**config.mk**
```make
export PLATFORM = sky130hd
export DESIGN_NAME = console_streamer
export DESIGN_NICKNAME = d
export VERILOG_FILES = /design/src/rtl/console_pkg.sv /design/src/rtl/console_word_buf.sv /design/src/rtl/console_streamer.sv
export SDC_FILE = /design/constraint.sdc
export NUM_CORES = 1
export LEC_CHECK = 0
export ABC_AREA = 1
export CORE_UTILIZATION = 53
export DETAILED_ROUTE_END_ITERATION = 10
export GPL_TIMING_DRIVEN = 0
export MAX_ROUTING_LAYER = met4
export PLACE_DENSITY = 0.94
export SETUP_SLACK_MARGIN = 0.02
export SYNTH_ARGS = -nofsm -noshare
export SYNTH_HDL_FRONTEND = slang
export SYNTH_HIERARCHICAL = 1
export SYNTH_SLANG_ARGS = --single-unit
export TNS_END_PERCENT = 20
```
**constraint.sdc**
```tcl
create_clock -name clk -period 5.86 [get_ports clk]
set_input_delay 1.758 -clock clk [delete_from_list [all_inputs] [get_ports clk]]
set_output_delay 1.758 -clock clk [all_outputs]
set_load 0.005 [all_outputs]
```
**src/rtl/console_pkg.sv**
```systemverilog
// Shared types and constants for the console streamer.
//   CONSOLE_ADDR_DEF : default MMIO address of the console write port
//   mode_e           : PATTERN (arithmetic sequence) or STRING (NUL-terminated fetch)
//   state_e          : streamer FSM states
//   align8()         : clears address bits [2:0]
package console_pkg;

   localparam logic [63:0] CONSOLE_ADDR_DEF = 64'hFFFF_FFFF_FFFF_FFFF;
   localparam int unsigned WORD_W           = 64;
   localparam int unsigned BYTE_W           = 8;
   localparam int unsigned IDX_W            = 3;

   typedef enum logic [0:0] {
      MODE_PATTERN = 1'b0,
      MODE_STRING  = 1'b1
   } mode_e;

   typedef enum logic [2:0] {
      START  = 3'd0,
      FETCH  = 3'd1,
      EMIT_P = 3'd2,
      EMIT_S = 3'd3,
      DONE   = 3'd4
   } state_e;

   function automatic logic [WORD_W-1:0] align8(input logic [WORD_W-1:0] addr);
      return {addr[WORD_W-1:3], 3'b000};
   endfunction

endpackage

```
**src/rtl/console_word_buf.sv**
```systemverilog
// Word buffer for STRING mode: holds one fetched 64-bit word and walks it byte by byte.
// Ports:
//   clk, rst          clock, synchronous active-high reset
//   load_i, data_i    capture a fetched word and restart at byte 0
//   adv_i             step to the next byte
//   cur_byte_c_o      byte at the current index (little-endian: index 0 = bits [7:0])
//   is_nul_c_o        current byte is 8'h00
//   last_byte_c_o     current index is 7
module console_word_buf
   import console_pkg::*;
(
   input  logic              clk,
   input  logic              rst,
   input  logic              load_i,
   input  logic [WORD_W-1:0] data_i,
   input  logic              adv_i,
   output logic [BYTE_W-1:0] cur_byte_c_o,
   output logic              is_nul_c_o,
   output logic              last_byte_c_o
);

   logic [WORD_W-1:0] word_q, word_d;
   logic [IDX_W-1:0]  idx_q,  idx_d;

   // Load has priority over advance; a load always restarts at byte 0.
   always_comb begin
      word_d = word_q;
      idx_d  = idx_q;
      if (load_i) begin
         word_d = data_i;
         idx_d  = '0;
      end else if (adv_i) begin
         idx_d = idx_q + IDX_W'(1);
      end
   end

   always_ff @(posedge clk) begin
      if (rst) begin
         word_q <= '0;
         idx_q  <= '0;
      end else begin
         word_q <= word_d;
         idx_q  <= idx_d;
      end
   end

   assign cur_byte_c_o  = word_q[{idx_q, 3'b000} +: BYTE_W];
   assign is_nul_c_o    = (cur_byte_c_o == '0);
   assign last_byte_c_o = (idx_q == {IDX_W{1'b1}});

endmodule

```
**src/rtl/console_streamer.sv**
```systemverilog
// Stand-in CPU driver that streams characters to the MMIO console, then raises done.
// PATTERN mode writes FIRST_CHAR, FIRST_CHAR+STEP, ... up to LAST_CHAR.
// STRING mode fetches a NUL-terminated string as 64-bit words and writes it byte by byte.
// Ports:
//   clk, rst               clock, synchronous active-high reset
//   done                   sticky completion flag
//   mem_ren, mem_raddr     read request and 8-byte aligned address (held until mem_rready)
//   mem_rready, mem_rdata  read completion and little-endian data word
//   mem_wen, mem_waddr     console write strobe and constant console address
//   mem_wdata              character, zero-extended
module console_streamer
   import console_pkg::*;
#(
   parameter int unsigned MODE         = 0,
   parameter logic [7:0]  FIRST_CHAR   = 8'h41,
   parameter logic [7:0]  LAST_CHAR    = 8'h5A,
   parameter logic [7:0]  STEP         = 8'd1,
   parameter logic [63:0] STR_ADDR     = 64'h1000,
   parameter int unsigned MAX_CHARS    = 256,
   parameter logic [63:0] CONSOLE_ADDR = CONSOLE_ADDR_DEF
) (
   input  logic        clk,
   input  logic        rst,
   output logic        done,
   output logic        mem_ren,
   output logic [63:0] mem_raddr,
   input  logic        mem_rready,
   input  logic [63:0] mem_rdata,
   output logic        mem_wen,
   output logic [63:0] mem_waddr,
   output logic [63:0] mem_wdata
);

   localparam int unsigned  CNT_W     = $clog2(MAX_CHARS + 1);
   localparam mode_e        MODE_SEL  = (MODE == 1) ? MODE_STRING : MODE_PATTERN;
   localparam logic [63:0]  BASE_ADDR = align8(STR_ADDR);

   state_e              state_q, state_d;
   logic                done_q,  done_d;
   logic                ren_q,   ren_d;
   logic [63:0]         raddr_q, raddr_d;
   logic                wen_q,   wen_d;
   logic [BYTE_W-1:0]   wdata_q, wdata_d;
   logic [BYTE_W-1:0]   char_q,  char_d;
   logic [CNT_W-1:0]    count_q, count_d;

   logic [BYTE_W:0]     pat_sum_c;
   logic [CNT_W-1:0]    count_inc_c;
   logic                buf_load_c;
   logic                buf_adv_c;
   logic [BYTE_W-1:0]   cur_byte_c;
   logic                is_nul_c;
   logic                last_byte_c;

   console_word_buf u_word_buf (
      .clk           (clk),
      .rst           (rst),
      .load_i        (buf_load_c),
      .data_i        (mem_rdata),
      .adv_i         (buf_adv_c),
      .cur_byte_c_o  (cur_byte_c),
      .is_nul_c_o    (is_nul_c),
      .last_byte_c_o (last_byte_c)
   );

   // Next-state and registered-output logic.
   always_comb begin
      state_d     = state_q;
      done_d      = done_q;
      ren_d       = ren_q;
      raddr_d     = raddr_q;
      wen_d       = 1'b0;
      wdata_d     = wdata_q;
      char_d      = char_q;
      count_d     = count_q;
      buf_load_c  = 1'b0;
      buf_adv_c   = 1'b0;
      // 9-bit sum: an 8-bit carry-out ends the sequence instead of wrapping.
      pat_sum_c   = {1'b0, char_q} + {1'b0, STEP};
      count_inc_c = count_q + CNT_W'(1);

      case (state_q)
         START: begin
            if (MODE_SEL == MODE_STRING) begin
               ren_d   = 1'b1;
               raddr_d = BASE_ADDR;
               state_d = FETCH;
            end else if (FIRST_CHAR <= LAST_CHAR) begin
               wen_d   = 1'b1;
               wdata_d = FIRST_CHAR;
               char_d  = FIRST_CHAR;
               state_d = EMIT_P;
            end else begin
               done_d  = 1'b1;
               state_d = DONE;
            end
         end
         EMIT_P: begin
            if (pat_sum_c <= {1'b0, LAST_CHAR}) begin
               wen_d   = 1'b1;
               wdata_d = pat_sum_c[BYTE_W-1:0];
               char_d  = pat_sum_c[BYTE_W-1:0];
            end else begin
               done_d  = 1'b1;
               state_d = DONE;
            end
         end
         FETCH: begin
            if (mem_rready) begin
               buf_load_c = 1'b1;
               ren_d      = 1'b0;
               state_d    = EMIT_S;
            end
         end
         EMIT_S: begin
            if (is_nul_c) begin
               done_d  = 1'b1;
               state_d = DONE;
            end else begin
               wen_d   = 1'b1;
               wdata_d = cur_byte_c;
               count_d = count_inc_c;
               if (count_inc_c == CNT_W'(MAX_CHARS)) begin
                  // Cap reached: done follows on the next edge from DONE.
                  state_d = DONE;
               end else if (last_byte_c) begin
                  // The eighth write and the next read request share a cycle.
                  ren_d   = 1'b1;
                  raddr_d = raddr_q + 64'd8;
                  state_d = FETCH;
               end else begin
                  buf_adv_c = 1'b1;
               end
            end
         end
         DONE: begin
            done_d = 1'b1;
            ren_d  = 1'b0;
         end
         default: state_d = START;
      endcase
   end

   always_ff @(posedge clk) begin
      if (rst) begin
         state_q <= START;
         done_q  <= 1'b0;
         ren_q   <= 1'b0;
         raddr_q <= BASE_ADDR;
         wen_q   <= 1'b0;
         wdata_q <= '0;
         char_q  <= '0;
         count_q <= '0;
      end else begin
         state_q <= state_d;
         done_q  <= done_d;
         ren_q   <= ren_d;
         raddr_q <= raddr_d;
         wen_q   <= wen_d;
         wdata_q <= wdata_d;
         char_q  <= char_d;
         count_q <= count_d;
      end
   end

   assign done      = done_q;
   assign mem_ren   = ren_q;
   assign mem_raddr = raddr_q;
   assign mem_wen   = wen_q;
   assign mem_waddr = CONSOLE_ADDR;
   assign mem_wdata = 64'(wdata_q);

endmodule
```
# After elaboration in Yosys (flattened, before gate mapping)
# Index checks and enable logic that the tools add are counted.
[word_totals]
regBits = 162
in_bits = 67
output_inout_bits = 195
elab_cells = 74
[classes]
add_sub_neg = 4
order_cmp = 1
eq_ne = 14
shifts = 1
mux = 27
n_bitwise = 3
reduce_logical = 14
[op_table]
columns = ["op", "n"]
rows = [
  ["64-bit by 4-bit adder with 64-bit output, second input constant", 1],
  ["64-bit by 7-bit indexed part select with 8-bit output", 1],
  ["8-bit case mux with 3 select lines", 1],
  ["8-bit 2-to-1 mux", 2],
  ["8-bit case mux with 2 select lines", 1],
  ["3-bit 2-to-1 mux", 5],
  ["3-bit case mux with 5 select lines", 1],
  ["1-bit 2-to-1 mux", 14],
  ["2-bit != test, second input constant", 7],
  ["8-bit by 1-bit adder with 9-bit output, second input constant", 1],
  ["9-bit by 1-bit adder with 9-bit output, second input constant", 1],
  ["9-bit == test, second input constant", 1],
  ["9-bit by 7-bit <= comparator with 1-bit output, second input constant", 1],
  ["1-bit case mux with 3 select lines", 3],
  ["3-bit nonzero test", 3],
  ["8-bit zero test", 1],
  ["4-bit AND reduction", 2],
  ["3-bit by 2-bit == test with 1-bit output, second input constant", 2],
  ["3-bit == test, second input constant", 2],
  ["3-bit AND reduction", 2],
  ["5-bit AND reduction", 1],
  ["4-bit != test, second input constant", 1],
  ["2-bit AND reduction", 2],
  ["3-bit by 1-bit adder with 3-bit output, second input constant", 1],
  ["other kinds (5)", 7],
]

# Depth between registers and ports, before layout
[logic_depth]
word_depth = 5
ltp_mapped = 19
mapped_depth_nobuf = 16

# Hierarchy
# The synthesis kept the hierarchy.
[modules_own_cells]
columns = ["mod", "n_inst", "cells_each", "area_per_inst_um2", "seq_area_each_um2"]
rows = [
  ["console_streamer", 1, 1085, 6672.6, 1841.8],
  ["console_word_buf", 1, 459, 3094.2, 1341.3],
]

# Worst setup path before layout
# No wires, ideal clock.
[synth_path]
path_kind = "input to register"
start = "input rst"
end = "register count_q[8]"
setup_ps = 58
t_arrival_ps = 2687
required_time_ps = 5802
path_slack_ps = 3115
cell_stages = 6
path_buffers = 3
cell_sequence = "clkbuf_1 -> inv_1 -> clkbuf_1 -> clkbuf_1 -> o211ai_1 -> inv_1"
[synth_lines]
columns = ["element", "line", "source"]
rows = [
  ["from (decl)", "console_streamer.sv:23", "input logic rst,"],
  ["to (signal assigned)", "console_streamer.sv:162", "count_q <= count_d;"],
  ["to (decl)", "console_streamer.sv:45", "logic [CNT_W-1:0] count_q, count_d;"],
]
# No word-level cell between the ends.

==> impl_results.md <==
- Top-level I/O count: 262
- Synthesized instance count: 1544
- Core area: 18000 um^2
- Count of final setup violators: 0
- Cell taking the most area after synthesis: dfxtp_1
- Synth warn: 6
- Initial antenna violation count: 0
- Post-CTS setup repair buffer count: 0
- Vias per cell: 5.10
- Most numerous cell in the Yosys netlist: nand2_1
- Power Density: 231 nW/um^2
- Slew HR: 0.444
- Global-route wire length before repair: 46000 um
- Synthesized cell area: 9770 um^2
- Worst skew pair latency: 0.44 ns
- H-Tree Depth: 4
- Diode count: 0
- Final min period: 3.56 ns
- Layout cells sized above 1: 0.114
- Netlist cell types: 36
- Max frequency: 0.281 GHz
- DR WL/cell: 14.6 um
- HPWL Detailed: 23800 um
- Maximum VDD drop: 0.186 mV
- Die area: 19000 um^2
- Remaining antenna violation count: 0
- Largest net degree at the start of global routing: 21
- Number of global-route vias before repair: 9059
- Worst setup EP type: flop
- CTS Buffer Depth: 2
- Leading post-synthesis cells by instance count: nand2_1 (406), nor2_1 (201), inv_1 (164), dfxtp_1 (159), a21oi_1 (133)
- FFs w/ async S/R, synth: 0
- Crit-path max FO: 10
- CTS root buf: clkbuf_16
- # rows: 49
- Crit Path Class: in -> reg
- Layout Nets: 1895
- Gp weighted congestion: 1.00
- Clock network fraction of design power: 0.401
- Initial core utilization: 0.542
- Clock Skews: 0.0171 ns
- Psw: 0.000906 W
- Status: complete, no violations
- DR iter-0 viols: 1061
- Pleak: 5.42 nW
- Global Route Usage Sum: 0.327
- Post-placement setup slack: 2.02 ns
- Number of buffers created by CTS: 17
- Ys flop type: dfxtp_1
- Final period utilization: 0.608
- Overflow after GRT: 0
- Chip Height: 138 um
- Post-synth EDFFs: 0
- Final wirelength: 30100 um
- Required @ worst endpoint: 6.20 ns
- Max Cap Viol: 0
- Slew @ Worst Pin: 0.828 ns
- Die width: 138 um
- First-pass DRT Iterations: 6
- CTS tree: done
- Hold Crit Class: reg -> reg
- Max-slew violations: 0
- Post-CTS sizing: 0
- Syn Area/Cell: 6.33 um^2
- Flop pwr share: 0.413
- Final worst-path setup slack: 2.30 ns
- Hold Fails Final Rpt: 0
- CP startpoint kind: input port
- Switching share of power: 0.313
- Clk slew on worst S/H paths: 0.08 ns
- DRC: 0
- Sequential fraction of the synthesis area: 0.326
- I/O Buffers: 138
- Total power: 0.00289 W
- Top cell type's share of synthesized area: 0.326
- Hold Buf Count CTS: 0
- Total vias in the final route: 10500
- Comb power frac: 0.185
- TNS Setup: 0 ns
- Cell-internal power: 0.00199 W
- CP arrival: 3.90 ns
- Area Growth Syn to Fin: 28.1%
- RSZ-0062 raised after global routing: no
- Clock sinks: 159
- Flops & latches, synth: 159
- Synth area leaders: dfxtp_1 (33%), nand2_1 (16%), buf_4 (9.9%)
-- cell families after synthesis --
family                   after synthesis  share of synthesized area
other                                  2                   0.000769
adder cells (fa/ha/maj)                6                    0.00769
buffers and inverters                350                      0.199
AND/OR/NAND/NOR                      750                      0.313
AO/OA/AOI/OAI                        251                      0.131
flip-flops                           159                      0.326
XOR/XNOR                              26                     0.0233
-- flip-flops by register name, indices dropped and copies added (netlist names) --
signal / flops
mem_wen: 1
done: 1
u_word_buf/idx_q: 3
wdata_q: 8
mem_raddr: 61
char_q: 8
count_q: 9
state_q: 3
u_word_buf/word_q: 64
mem_ren: 1
-- worst max-delay path: stages --
cell and delay [ns]:
clkdlybuf4s50_1 0.51, clkbuf_1 0.65, inv_1 0.14, clkbuf_1 0.29, clkbuf_1 0.31, nand2_1 0.17, nor2_1 0.06
-- final timing paths --
path	startpoint	to	slack, ns	depth (start not counted)
worst max-delay path	rst	wdata_q[7]$_SDFFE_PP0P_	2.30	7
worst max register to register	mem_raddr[3]$_SDFFE_PP0P_	mem_raddr[45]$_SDFFE_PP0P_	3.08	10
worst min-delay path	u_word_buf/word_q[42]$_SDFFE_PP0P_	u_word_buf/word_q[42]$_SDFFE_PP0P_	0.46	2
worst min register to register	u_word_buf/word_q[42]$_SDFFE_PP0P_	u_word_buf/word_q[42]$_SDFFE_PP0P_	0.46	2
-- power by group through the flow --
stage / registers (W) / clock network (W) / logic (W)
after floorplan: 0.00121 / 0 / 0.000343
after global placement: 0.00122 / 0 / 0.000510
after detailed placement: 0.00122 / 0 / 0.000524
after CTS: 0.00119 / 0.00116 / 0.000528
after global routing: 0.00120 / 0.00121 / 0.000599
final: 0.00119 / 0.00116 / 0.000536
-- per-stage QoR --
stage / instances / utilization / hold WS (ns) / area (um^2)
after floorplan: 1665 / - / 0.429 / 10200
after global placement: 2032 / 0.660 / 0.442 / 11900
after detailed placement: 2032 / 0.660 / 0.447 / 11900
after CTS: 2064 / 0.694 / 0.459 / 12500
after global routing: 2064 / 0.694 / 0.470 / 12500
final: 2064 / 0.694 / 0.459 / 12500
-- final cells by class --
type                            count  area (um^2)
Inverter                          169          642
Fill cell                        1589         5510
Clock buffer                       17          425
Timing Repair Buffer              138         1380
Sequential cell                   159         3180
Buffer                            181         1300
Clock inverter                     15          201
Multi-Input combinational cell   1156         5100
Tap cell                          229          287
-- metal layers --
| metal | vias up | routed length, um | track usage |
|---|---|---|---|
| li1 | 5189 | - | - |
| met1 | 4743 | 12800 | 0.433 |
| met2 | 536 | 13700 | 0.511 |
| met3 | 62 | 2920 | 0.0497 |
| met4 | 0 | 643 | 0.104 |
| met5 | - | 0 | - |
-- placed cells by master, fill, tap and decap left out, drive strengths merged --
cell	count
dfxtp	159
o221ai	1
clkdlybuf4s50	138
nand3b	1
conb	123
a31oi	1
xor2	20
xnor2	6
a211oi	2
o21bai	4
or2	1
nor3b	2
inv	174
and2	1
clkbuf	38
nand3	79
buf	160
a21oi	133
ha	6
nand4	14
clkinv	10
nor3	36
nor2	206
o21ai	108
nand2	410
o211ai	2
No activity file was read; power rests on OpenSTA's default activity.
